### config.mk
export PLATFORM = sky130hd
export DESIGN_NAME = seg7_scan_decoder
export DESIGN_NICKNAME = d
export VERILOG_FILES = /design/src/rtl/seg7_scan_decoder.sv
export SDC_FILE = /design/constraint.sdc
export NUM_CORES = 1
export LEC_CHECK = 0
export BUFFER_PORTS_ARGS = -buffer_cell sky130_fd_sc_hd__buf_2
export CAP_MARGIN = 20
export CELL_PAD_IN_SITES_DETAIL_PLACEMENT = 1
export CELL_PAD_IN_SITES_GLOBAL_PLACEMENT = 1
export CORE_UTILIZATION = 40
export DETAILED_ROUTE_END_ITERATION = 8
export HOLD_SLACK_MARGIN = 0.06
export PLACE_DENSITY_LB_ADDON = 0.1
export SYNTH_ARGS = -nofsm -noshare
export SYNTH_HDL_FRONTEND = slang
export SYNTH_SLANG_ARGS = --single-unit
export TNS_END_PERCENT = 100
### constraint.sdc
create_clock -name clk -period 7.6 [get_ports clk]
set_clock_uncertainty 0.15 [all_clocks]
set_input_delay 1.52 -clock clk [delete_from_list [all_inputs] [get_ports clk]]
set_output_delay 1.52 -clock clk [all_outputs]
set_load 0.01 [all_outputs]
### src/rtl/seg7_scan_decoder.sv
// seg7_scan_decoder
//   Readback/checker for the meter's 4-digit multiplexed LED display. It watches the active-low
//   anode lines and the active-low cathode bus. It rebuilds the four BCD digits shown and their
//   binary value, flags blanked (flashing) intervals and flags illegal segment patterns or
//   several anodes being driven at once.
//
// Optional feature: define SEG7_BLANK_MEAS_EN to add blank_len, which gives the length of the
//   most recent completed blank run.
//
// Ports
//   clk        system clock (100 Hz)
//   rst        asynchronous reset, active-low
//   a1..a4     anodes, active-low (a1 = thousands, a4 = ones)
//   led_seg    cathodes, active-low, bit6 = segment a ... bit0 = segment g
//   val1..val4 decoded digits (thousands .. ones)
//   count      val1*1000 + val2*100 + val3*10 + val4
//   valid      one-cycle pulse when val*/count update
//   blank      level, display blanked for at least BLANK_CYC cycles
//   seg_err    one-cycle pulse, illegal pattern in a frame or several anodes low
//   blank_len  (SEG7_BLANK_MEAS_EN only) length of the last completed blank run, saturating
module seg7_scan_decoder #(
    parameter int unsigned SEG_LAG       = 0,
    parameter int unsigned STABLE_FRAMES = 2,
    parameter int unsigned BLANK_CYC     = 3
) (
    input  logic        clk,
    input  logic        rst,
    input  logic        a1,
    input  logic        a2,
    input  logic        a3,
    input  logic        a4,
    input  logic [6:0]  led_seg,
    output logic [3:0]  val1,
    output logic [3:0]  val2,
    output logic [3:0]  val3,
    output logic [3:0]  val4,
    output logic [13:0] count,
    output logic        valid,
    output logic        blank,
    output logic        seg_err
`ifdef SEG7_BLANK_MEAS_EN
    ,
    output logic [15:0] blank_len
`endif
);

    localparam logic [3:0] StableTgt = 4'(STABLE_FRAMES);
    localparam logic [7:0] BlankTgt  = 8'(BLANK_CYC);

    // bit0 = digit 1 (thousands) ... bit3 = digit 4 (ones)
    logic [3:0] an_now;
    logic [3:0] an_dly;
    assign an_now = {a4, a3, a2, a1};

    // Align the anode selection with the lagging cathode bus.
    generate
        if (SEG_LAG == 0) begin : g_no_lag
            assign an_dly = an_now;
        end else begin : g_lag
            logic [3:0] an_pipe_q [SEG_LAG];
            always_ff @(posedge clk or negedge rst) begin
                if (!rst) begin
                    for (int k = 0; k < SEG_LAG; k++) an_pipe_q[k] <= 4'hF;
                end else begin
                    an_pipe_q[0] <= an_now;
                    for (int k = 1; k < SEG_LAG; k++) an_pipe_q[k] <= an_pipe_q[k-1];
                end
            end
            assign an_dly = an_pipe_q[SEG_LAG-1];
        end
    endgenerate

    // Returns {legal, digit}.
    function automatic logic [4:0] seg_decode(input logic [6:0] p);
        logic [4:0] r;
        case (p)
            7'b0000001: r = {1'b1, 4'd0};
            7'b1001111: r = {1'b1, 4'd1};
            7'b0010010: r = {1'b1, 4'd2};
            7'b0000110: r = {1'b1, 4'd3};
            7'b1001100: r = {1'b1, 4'd4};
            7'b0100100: r = {1'b1, 4'd5};
            7'b0100000: r = {1'b1, 4'd6};
            7'b0001111: r = {1'b1, 4'd7};
            7'b0000000: r = {1'b1, 4'd8};
            7'b0000100: r = {1'b1, 4'd9};
            default:    r = 5'b0_0000;
        endcase
        return r;
    endfunction

    logic       dec_legal;
    logic [3:0] dec_digit;
    assign {dec_legal, dec_digit} = seg_decode(led_seg);

    // Anode classification
    logic [3:0] sel;
    logic       all_high;
    logic       one_low;
    logic       multi_low;
    logic [1:0] slot_idx;

    assign sel       = ~an_dly;
    assign all_high  = (sel == 4'b0000);
    assign one_low   = !all_high && ((sel & (sel - 4'd1)) == 4'b0000);
    assign multi_low = !all_high && !one_low;

    always_comb begin
        slot_idx = 2'd0;
        unique case (sel)
            4'b0001: slot_idx = 2'd0;
            4'b0010: slot_idx = 2'd1;
            4'b0100: slot_idx = 2'd2;
            4'b1000: slot_idx = 2'd3;
            default: slot_idx = 2'd0;
        endcase
    end

    // Frame state
    logic [3:0]  seen_q, seen_d;
    logic [15:0] cap_q, cap_d;      // slot i at [4*i +: 4]
    logic [15:0] prev_q, prev_d;    // last closed error-free frame
    logic        ferr_q, ferr_d;
    logic [3:0]  stable_q, stable_d;
    logic [7:0]  bcnt_q, bcnt_d;
    logic        upd;
    logic        err;
    logic [13:0] count_calc;

    always_comb begin
        seen_d   = seen_q;
        cap_d    = cap_q;
        prev_d   = prev_q;
        ferr_d   = ferr_q;
        stable_d = stable_q;
        bcnt_d   = bcnt_q;
        upd      = 1'b0;
        err      = 1'b0;
        if (all_high) begin
            // Blank cycle aborts any partial frame.
            bcnt_d = (bcnt_q == 8'hFF) ? bcnt_q : bcnt_q + 8'd1;
            seen_d = 4'b0000;
            ferr_d = 1'b0;
        end else begin
            bcnt_d = 8'd0;
            if (multi_low) begin
                seen_d   = 4'b0000;
                ferr_d   = 1'b0;
                stable_d = 4'd0;
                err      = 1'b1;
            end else begin
                cap_d[{slot_idx, 2'b00} +: 4] = dec_digit;
                seen_d = seen_q | sel;
                ferr_d = ferr_q | !dec_legal;
                if (seen_d == 4'hF) begin
                    seen_d = 4'b0000;
                    ferr_d = 1'b0;
                    if (ferr_q || !dec_legal) begin
                        err      = 1'b1;
                        stable_d = 4'd0;
                    end else if (cap_d == prev_q) begin
                        stable_d = (stable_q == 4'hF) ? stable_q : stable_q + 4'd1;
                        // Saturated count must not re-fire on a held value.
                        upd = (stable_q != 4'hF) && (stable_d == StableTgt);
                    end else begin
                        stable_d = 4'd1;
                        prev_d   = cap_d;
                        upd      = (StableTgt == 4'd1);
                    end
                end
            end
        end
    end

    assign count_calc = 14'(cap_d[3:0])   * 14'd1000 + 14'(cap_d[7:4])  * 14'd100
                      + 14'(cap_d[11:8])  * 14'd10   + 14'(cap_d[15:12]);

    always_ff @(posedge clk or negedge rst) begin
        if (!rst) begin
            seen_q   <= 4'b0000;
            cap_q    <= 16'h0000;
            prev_q   <= 16'h0000;
            ferr_q   <= 1'b0;
            stable_q <= 4'd0;
            bcnt_q   <= 8'd0;
        end else begin
            seen_q   <= seen_d;
            cap_q    <= cap_d;
            prev_q   <= prev_d;
            ferr_q   <= ferr_d;
            stable_q <= stable_d;
            bcnt_q   <= bcnt_d;
        end
    end

    // Registered outputs
    logic [3:0]  val1_q, val2_q, val3_q, val4_q;
    logic [13:0] count_q;
    logic        valid_q, blank_q, seg_err_q;

    always_ff @(posedge clk or negedge rst) begin
        if (!rst) begin
            val1_q    <= 4'd0;
            val2_q    <= 4'd0;
            val3_q    <= 4'd0;
            val4_q    <= 4'd0;
            count_q   <= 14'd0;
            valid_q   <= 1'b0;
            blank_q   <= 1'b0;
            seg_err_q <= 1'b0;
        end else begin
            valid_q   <= upd;
            seg_err_q <= err;
            blank_q   <= (bcnt_d >= BlankTgt);
            if (upd) begin
                val1_q  <= cap_d[3:0];
                val2_q  <= cap_d[7:4];
                val3_q  <= cap_d[11:8];
                val4_q  <= cap_d[15:12];
                count_q <= count_calc;
            end
        end
    end

    assign val1    = val1_q;
    assign val2    = val2_q;
    assign val3    = val3_q;
    assign val4    = val4_q;
    assign count   = count_q;
    assign valid   = valid_q;
    assign blank   = blank_q;
    assign seg_err = seg_err_q;

`ifdef SEG7_BLANK_MEAS_EN
    // Run length is tracked separately because the blank counter saturates at 255.
    logic [15:0] run_q;
    logic [15:0] blank_len_q;

    always_ff @(posedge clk or negedge rst) begin
        if (!rst) begin
            run_q       <= 16'd0;
            blank_len_q <= 16'd0;
        end else if (all_high) begin
            run_q <= (run_q == 16'hFFFF) ? run_q : run_q + 16'd1;
        end else begin
            if (run_q != 16'd0) blank_len_q <= run_q;
            run_q <= 16'd0;
        end
    end

    assign blank_len = blank_len_q;
`endif

endmodule

### Word level (Yosys, flattened, before mapping)

Cells that the tools add are included.

* bits in writable memories: 0
* latch bits: 0
* memories kept: 0
* input bits: 13
* logic and storage cells: 93
* memory bits (read-only): 0
* flip-flop bits (word level): 82

* multiplexer cells: 27
* divide/modulo/power cells: 0
* magnitude comparators: 1
* shifts and indexed selects: 2
* equality and inequality tests: 18
* reductions and logical operators: 13
* bitwise logic cells: 8
* multiply operators: 3
* $add $sub $neg: 7

Operator list (number)
* 5-bit case mux with 10 select lines: 1
* 16-bit two-way mux: 2
* 4-bit two-way mux: 8
* 16-bit bitwise mux: 1
* 16-bit equality test: 1
* 8-bit two-way mux: 2
* 4-bit by 6-bit variable shift with 16-bit output, first input constant: 1
* 4-bit by 6-bit variable part select with 16-bit output: 1
* 14-bit by 11-bit adder with 14-bit output: 1
* 14-bit by 4-bit adder with 14-bit output: 1
* 14-bit by 8-bit adder with 14-bit output: 1
* 7-bit by 3-bit equality test with 1-bit output, second input constant: 2
* 7-bit by 6-bit equality test with 1-bit output, second input constant: 2
* 7-bit equality test, second input constant: 2
* 4-bit equality test, second input constant: 3
* 1-bit two-way mux: 12
* 4-bit by 7-bit multiplier with 11-bit output, second input constant: 1
* 4-bit by 5-bit multiplier with 9-bit output, second input constant: 1
* 8-bit by 1-bit adder with 8-bit output, second input constant: 1
* 4-bit by 2-bit equality test with 1-bit output, second input constant: 2
* 8-bit equality test, second input constant: 1
* 8-bit by 2-bit >= comparator with 1-bit output, second input constant: 1
* 4-bit logical NOT: 2
* 7-bit by 1-bit equality test with 1-bit output, second input constant: 1
* 21 further kinds: 28

### Longest topological paths before layout

Gate-level depths: netlist of the first run.

* depth in word-level cells: 13
* depth in mapped cells: 27
* gate-level depth less buffers: 26

### Least setup slack after synthesis of the first run

Ideal clock, no wire load.

* kind: input-to-reg
* start point: in a3
* end point: reg count_q[13] (netlist: count[13])
* buffers on the path: 2
* setup slack: 0.231 ns
* data arrival time: 7.092 ns
* stages: 25
* data required time: 7.323 ns
* library setup time: 0.127 ns
* path through: buf_2 xor2_1 nand3_1 ha_1 buf_2 nor3_2 a22oi_1 nand2_1 o21ai_0 inv_1 ha_1 inv_1 fa_1 fa_1 inv_1 fa_1 ha_1 ha_1 o2111ai_1 nand4b_1 a21o_1 a21oi_1 o21ai_0 xnor3_1 mux2_1

* longest elaborated chain between the ends: 13

Ends and longest elaborated chain
* start: declaration: RTL line 30 `input logic a3,`
* 4-bit NOT (*): RTL line 103 `assign sel = ~an_dly;`
* parallel branches: the longest is 7 deep, another holds 4-bit negator with 6-bit output
* 16-bit two-way mux (*): RTL line 139 `if (all_high) begin`
* named net cap_d[2]: RTL line 121 `logic [15:0] cap_q, cap_d;`
* 4-bit by 7-bit multiplier with 11-bit output (*): RTL line 175 `assign count_calc = 14'(cap_d[3:0]) * 14'd1000 + 14'(cap_d[7:4]) * 14'd100`
* 14-bit by 11-bit adder with 14-bit output (*): RTL line 175
* 14-bit by 8-bit adder with 14-bit output (*): RTL line 176 `+ 14'(cap_d[11:8]) * 14'd10 + 14'(cap_d[15:12]);`
* 14-bit by 4-bit adder with 14-bit output (*): RTL line 176
* end signal: assignment: RTL line 220 `count_q <= count_calc;`
* end: declaration: RTL line 198 `logic [13:0] count_q;`

Mark *: on every way through the listed nets, which the timed path passes.
A chain may end at the register's enable or synchronous reset.

### Worst setup path in the final report of the first run

* start point: in a4
* end point: reg count_q[13] (netlist: count[13])

* longest elaborated chain between the ends: 13

Ends and longest elaborated chain
* start: declaration: RTL line 31 `input logic a4,`
* 4-bit NOT (*): RTL line 103
* parallel branches: the longest is 7 deep, another holds 4-bit negator with 6-bit output
* 16-bit two-way mux (*): RTL line 139
* named net cap_d[2]: RTL line 121
* 4-bit by 7-bit multiplier with 11-bit output (*): RTL line 175
* 14-bit by 11-bit adder with 14-bit output (*): RTL line 175
* 14-bit by 8-bit adder with 14-bit output (*): RTL line 176
* 14-bit by 4-bit adder with 14-bit output (*): RTL line 176

Marked as above.

==> results.md, run 1 <==
- Nets@finish: 751
- Row cnt: 44
- Critical Path Sink Type: flip-flop
- Die height: approximately 120 um
- Register area share after synthesis: approximately 34%
- Critical path's slowest cell: fa_1
- Worst Path Buf+Inv: 4
- Combined area of the multi-input logic cells: ~3600 um2
- Worst rel slew slack: between 30% and 40%
- CTS sink cnt: between 80 and 90
- Remaining DRCs: 0
- CP most frequent cell: ha_1
- Share of cells above drive strength 1: 22.79%
- Cts hold-fix bufs: 0
- Largest area contributor in the netlist: dfrtp_1
- Switching power: between 0.4 and 0.5 mW
- Full die area: 15380 um2
- PwrDens: 191.3 nW/um2
- Remaining global-route overflow: 0
- Fill cells: around 1600
- Synth warn: 0
- Max incr delay on CP: around 0.60 ns
- Synth cell types: 76
- N_diodes: 0
- Syn Nets: 670
- Kind of critical path: in2reg
- Die Width: approximately 120 um
- Clock power share: between 30% and 40%
- Lkg Pwr: between 3 and 4 nW
- Area contributors post-synth: dfrtp_1 (34%), ha_1 (12%), mux2_2 (5.9%), fa_1 (5.7%), inv_1 (3.3%)
- Drt total wl: about 15000 um
- H-Tree Depth: 3
- First-pass GRT wire length: between 20000 and 30000 um
- Max cap viols: 0
- CTS clk-pin slew, worst paths: roughly 0.060 ns
- Top cells by count, synth: dfrtp_1 (81), ha_1 (58), inv_1 (52)
- Period utilization: 94.75%
- Final RePlAce weighted congestion: 0.8927
- Final setup viols: 0
- Clock tree buffer depth: 2
- WP data required: 7.67 ns
- Unrepaired setup endpoints after global routing: no
- Non-Filler Instances: between 800 and 900
- Final core utilization: between 40% and 50%
- Synth Register Bits: 81
- P_int: roughly 0.9 mW
- Max Slew Vio Count: 0
- Number of flops mapped to enable cells by yosys: 0
- Crit-path leading delay family: adder cells
- Antenna-violating nets left: 0
- Tightest Pin Transition: a little over 0.9 ns
- Fin. Hold Viols: 0
- Top achievable clock speed: about 0.14 GHz
- Starting Density: around 40%
- CTS tree: yes
- Period minus WS final: roughly 7 ns
- 1st-pass router iterations: 4
- Worst Path Arrival: just over 7 ns
- Tot Pwr: 1.333 mW
- Via count: between 4000 and 5000
- TNS Setup: 0 ns
- Total GRT Usage: 21.71%
- Number of port buffers: 45
- Post-synth ARST share: 100.0%
- WL/cell: 17.98 um
- Clock root buffer: clkbuf_16
- Antenna violations before repair: 0
- Synthesized area: just under 6000 um2
- Largest net degree at the start of global routing: 63
- Worst vdd ir: between 0.1 and 0.15 mV
- Seq pwr share: 33.6%
- Mean number of vias per cell: 5.395
- Core box area: 14530 um2
- Switching part of the total: approximately a third
- Detailed router's first-iteration violation count: around 170
- I/O Pins: between 40 and 50
- Logic gate share of total power: between 30% and 40%
- Yosys top cell area share: between 30% and 40%
- Element type at the critical path start: primary input
- Seq. cell area: approximately 2000 um2
- Main synth FF type: dfrtp_1
- Post-Syn Area per Cell: 10.23 um2
- Status: finished clean
- Post-Synthesis Cells: 582
- Layout area overhead: 17.00%
- Total CTS buffers: 9
- Worst skew pair latency: approximately 0.34 ns
- Number of global-route vias before repair: between 4000 and 5000
- Post-DP HPWL: roughly 12000 um
- Dpl cells: roughly 840
- Tightest Hold Check Type: reg2reg
- Most frequent cell after synthesis: dfrtp_1
- Critical path fanouts, max: 7
## layout make-up
type,count,share of cell area [%]
timing repair buffer,89,8.010
clock inverter,5,0.9159
tap,184,3.305
inverter,53,2.856
sequential,81,29.09
multi-input combinational,429,52.39
clock buffer,10,3.430
## cell usage in the layout (no fill, tap or decap), types with 3 or more instances in the layout
cell | Yosys | layout
fa_1 | 17 | 17
nor3_1 | 9 | 9
and3_1 | 6 | 6
a22o_1 | 4 | 4
xor2_1 | 12 | 12
nor3b_1 | 4 | 4
mux2i_1 | 8 | 8
nand4_1 | 7 | 7
nor4_1 | 3 | 3
nand2_1 | 46 | 46
and2_1 | 4 | 4
o211ai_1 | 3 | 3
a21oi_1 | 22 | 21
a21o_1 | 8 | 8
ha_1 | 58 | 56
nand3_1 | 15 | 14
o22ai_1 | 5 | 5
buf_2 | 6 | 44
xnor2_1 | 20 | 19
nand3b_1 | 4 | 4
buf_4 | 6 | 45
nand2b_1 | 18 | 18
nor2b_1 | 11 | 11
and3b_1 | 4 | 4
a22oi_1 | 8 | 8
a32o_1 | 3 | 3
nor2_1 | 20 | 20
clkbuf_16 | 0 | 9
dfrtp_1 | 81 | 81
mux2_1 | 9 | 9
mux2_2 | 31 | 31
o21ai_0 | 18 | 18
inv_1 | 52 | 52
a31oi_1 | 3 | 3
## flip-flops by register name, indices dropped and copies added, names as in the netlist
register and cells:
count 13, valid 1, val4 4, bcnt_q 8
ferr_q 1, val3 4, prev_q 16, seg_err 1
seen_q 4, stable_q 4, val2 4, cap_q 16
val1 4, blank 1
## power by group through the flow
stage          clock (mW)  combinational (mW)  sequential [mW]
6_report            0.453               0.432            0.448
5_1_grt             0.480               0.495            0.449
4_1_cts             0.466               0.432            0.448
3_5_place_dp            0               0.423            0.456
3_3_place_gp            0               0.409            0.456
2_1_floorplan           0               0.295            0.454
## repair_timing
action	in CTS	in global routing
buffers inserted	0	1
endpoints found under the setup margin	0	1
resized for setup	0	7
## per-stage QoR
| stage | hold WS [ns] | cell area, um2 | setup slack (ns) |
|---|---|---|---|
| 2_1_floorplan | 0.3192 | 5954 | 0.2310 |
| 3_3_place_gp | 0.3110 | 6614 | 0.08962 |
| 3_5_place_dp | 0.3243 | 6614 | -0.1020 |
| 4_1_cts | 0.3385 | 6917 | 0.2077 |
| 5_1_grt | 0.3606 | 6967 | 0.001623 |
| 6_report | 0.3307 | 6967 | 0.3991 |
## per-layer routing
metal	vias to the layer above	GRT usage [%]	wire length (um)
met5	-	0	0
met4	0	6.845	201
met1	2305	30.61	7585
met3	14	2.656	342
li1	2218	-	-
met2	54	34.62	7173
## path summary, 6_finish.rpt
path / cells past startpoint / end / slack, ns / startpoint
max in group asynchronous: 2 / cap_q[1]$_DFF_PN0_ / 5.27 / rst
min in group asynchronous: 1 / val1[0]$_DFFE_PN0P_ / 0.90 / rst
worst min-delay path: 1 / val1[0]$_DFFE_PN0P_ / 0.33 / val1[0]$_DFFE_PN0P_
worst min register to register: 1 / val1[0]$_DFFE_PN0P_ / 0.33 / val1[0]$_DFFE_PN0P_
worst max-delay path: 25 / count[13]$_DFFE_PN0P_ / 0.40 / a4
worst max register to register: 19 / count[13]$_DFFE_PN0P_ / 2.14 / cap_q[2]$_DFF_PN0_
## cells by family (layout without fill, tap and decap cells)
| group | Yosys count | in the layout | synth area share [%] |
|---|---|---|---|
| compound gates | 106 | 106 | 12.57 |
| xor+xnor | 35 | 35 | 5.632 |
| fa+ha+maj | 76 | 76 | 18.07 |
| buf+inv | 72 | 157 | 5.379 |
| flops | 81 | 81 | 34.04 |
| mux | 48 | 48 | 8.909 |
| simple gates | 164 | 164 | 15.40 |
Power figures use the tool's default switching activity.
==> run 2, diff against run 1 <==
Settings changed: CTS_BUF_LIST set to sky130_fd_sc_hd__clkbuf_8.
==> run 2 against run 1 <==
Against the previous run: combinational power down 1%; clock power down 26%; total power down 9.2%; cell count down 0.12%; critical path type unchanged; critical endpoint unchanged; largest cell class unchanged.
==> results.md, run 2 (synthesis results as in run 1) <==
- Starting Density: 40.97% (unchanged)
- Final core utilization: 47.12% (was 47.93%)
- CP most frequent cell: ha_1 (unchanged)
- Drt total wl: 15220 um (was 15300 um)
- Lkg Pwr: 3.621 nW (was 3.677 nW)
- Unrepaired setup endpoints after global routing: no (unchanged)
- Mean number of vias per cell: 5.408 (was 5.395)
- Antenna violations before repair: 0 (unchanged)
- Most frequent cells in the layout: dfrtp_1 (81), ha_1 (57), inv_1 (52), nand2_1 (46) (was dfrtp_1 (81), ha_1 (56), inv_1 (52), nand2_1 (46), buf_4 (45))
- Dpl cells: 835 (unchanged)
- Post-DP HPWL: 11840 um (unchanged)
- Detailed router's first-iteration violation count: 195 (was 173)
- Die height: 124.0 um (unchanged)
- Share of cells above drive strength 1: 22.37% (was 22.79%)
- Via count: 4597 (was 4591)
- WL/cell: 17.90 um (was 17.98 um)
- Core box area: 14530 um2 (unchanged)
- Worst skew pair latency: 0.38 ns (was 0.34 ns)
- N_diodes: 0 (unchanged)
- Critical path's slowest cell: fa_1 (unchanged)
- Cell Area, Placed: 6614 um2 (unchanged)
- Fin area: 6848 um2 (was 6967 um2)
- Remaining DRCs: 0 (unchanged)
- CTS tree: yes (unchanged)
- Clock tree buffer depth: 2 (unchanged)
- Pre-CTS WS: -0.1020 ns (unchanged)
- Die Width: 124.0 um (unchanged)
- Final WS setup: 0.4159 ns (was 0.3991 ns)
- Final RePlAce weighted congestion: 0.8927 (unchanged)
- Fin. Hold Viols: 0 (unchanged)
- Row cnt: 44 (unchanged)
- Worst Path Arrival: 7.29 ns (was 7.27 ns)
- Antenna-violating nets left: 0 (unchanged)
- 1st-pass router iterations: 4 (unchanged)
- Final setup viols: 0 (unchanged)
- Full die area: 15380 um2 (unchanged)
- Tightest Pin Transition: 0.9131 ns (was 0.9193 ns)
- Period minus WS final: 7.184 ns (was 7.201 ns)
- Postcts setup bufs: 0 (unchanged)
- Worst vdd ir: 0.1024 mV (was 0.1050 mV)
- Total CTS buffers: 9 (unchanged)
- Kind of critical path: in2reg (unchanged)
- Status: finished clean (unchanged)
- CTS sink cnt: 81 (unchanged)
- Period utilization: 94.53% (was 94.75%)
- First-pass GRT wire length: 25190 um (was 25390 um)
- Nets@finish: 750 (was 751)
- Max cap viols: 0 (unchanged)
- Remaining global-route overflow: 0 (unchanged)
- Layout area overhead: 15.00% (was 17.00%)
- Number of port buffers: 45 (unchanged)
- Most common library cell in the layout ignoring fill and taps: dfrtp_1 (unchanged)
- I/O Pins: 46 (unchanged)
- Clock root buffer: clkbuf_8 (was clkbuf_16)
- Largest net degree at the start of global routing: 63 (unchanged)
- H-Tree Depth: 3 (unchanged)
- Fill cells: 1642 (was 1631)
- Critical Path Sink Type: flip-flop (unchanged)
- PwrDens: 176.8 nW/um2 (was 191.3 nW/um2)
- CTS clk-pin slew, worst paths: 0.09 ns (was 0.06 ns)
- Top achievable clock speed: 0.1392 GHz (was 0.1389 GHz)
- Cts hold-fix bufs: 0 (unchanged)
- Element type at the critical path start: primary input (unchanged)
- Worst rel slew slack: 39.12% (was 38.70%)
- Number of global-route vias before repair: 4929 (was 4939)
- Tightest Hold Check Type: reg2reg (unchanged)
- Max incr delay on CP: 0.60 ns (about the same)
- Max Slew Vio Count: 0 (unchanged)
- Non-Filler Instances: 850 (was 851)
- Hold_ws: 0.3363 ns (was 0.3307 ns)
- Total GRT Usage: 21.61% (was 21.71%)
- WP data required: 7.71 ns (was 7.67 ns)
- Critical path fanouts, max: 7 (unchanged)
==> run 2: cell types whose count changed in the layout (fill, tap and decap cells not counted), sizes merged <==
cell | previous run | this run
buf | 89 | 88
==> run 2: per-layer routing <==
layer,up-vias,part of all wire [%],track usage [%],wire length [um]
met5,-,0,0,0
li1,2215,-,-,-
met1,2302,50,30.43,7580
met4,0,1.1,5.952,163
met3,12,3.0,3.480,461
met2,68,46,34.27,7011
==> run 2: per-stage QoR <==
step | total power [mW] | TNS (ns)
after floorplan | 0.7491 | 0
after global placement | 0.8649 | 0
after detailed placement | 0.8789 | -0.1020
after CTS | 1.230 | 0
after global routing | 1.306 | 0
final | 1.211 | 0
==> run 2: critical path: cells and delay by family <==
family	cells	cell delay (ns)
muxes	1	0.30
and+or+nand+nor	4	0.50
xor gates and xnor gates	3	0.79
AOI/OAI and AO/OA	6	1.03
adders and majority gates	7	2.57
buffers and inverters	4	0.57
==> run 2: path summary, 6_finish.rpt <==
path / slack (ns) / to / startpoint / depth (start not counted)
max in group asynchronous: 5.30 / prev_q[3]$_DFFE_PN0P_ / rst / 2
setup / recovery: 0.42 / count[13]$_DFFE_PN0P_ / a4 / 25
hold / removal: 0.34 / val1[0]$_DFFE_PN0P_ / val1[0]$_DFFE_PN0P_ / 1
setup reg to reg: 2.12 / count[13]$_DFFE_PN0P_ / cap_q[2]$_DFF_PN0_ / 19
min in group asynchronous: 0.87 / val1[0]$_DFFE_PN0P_ / rst / 1
hold reg to reg: 0.34 / val1[0]$_DFFE_PN0P_ / val1[0]$_DFFE_PN0P_ / 1
==> run 2: cell type report <==
class / instances / area, um2 / share of cell area, %
Tap cell: 184 / 230.2 / 3.362
Timing Repair Buffer: 88 / 550.5 / 8.039
Inverter: 53 / 198.9 / 2.905
Clock buffer: 10 / 137.6 / 2.010
Sequential cell: 81 / 2027 / 29.60
Multi-Input combinational cell: 429 / 3640 / 53.15
Clock inverter: 5 / 63.81 / 0.9318
==> run 2: timing repair <==
| action | in CTS | in global routing |
|---|---|---|
| endpoints found under the hold margin | 0 | 0 |
| resized for setup | 0 | 5 |
| endpoints found under the setup margin | 0 | 1 |
==> run 2: where the power goes <==
| part | internal (mW) | switching, mW | total, mW |
|---|---|---|---|
| sequential | 0.441 | 0.00656 | 0.447 |
| clock | 0.162 | 0.175 | 0.337 |
| combinational | 0.188 | 0.238 | 0.426 |
| total | 0.791 | 0.419 | 1.21 |
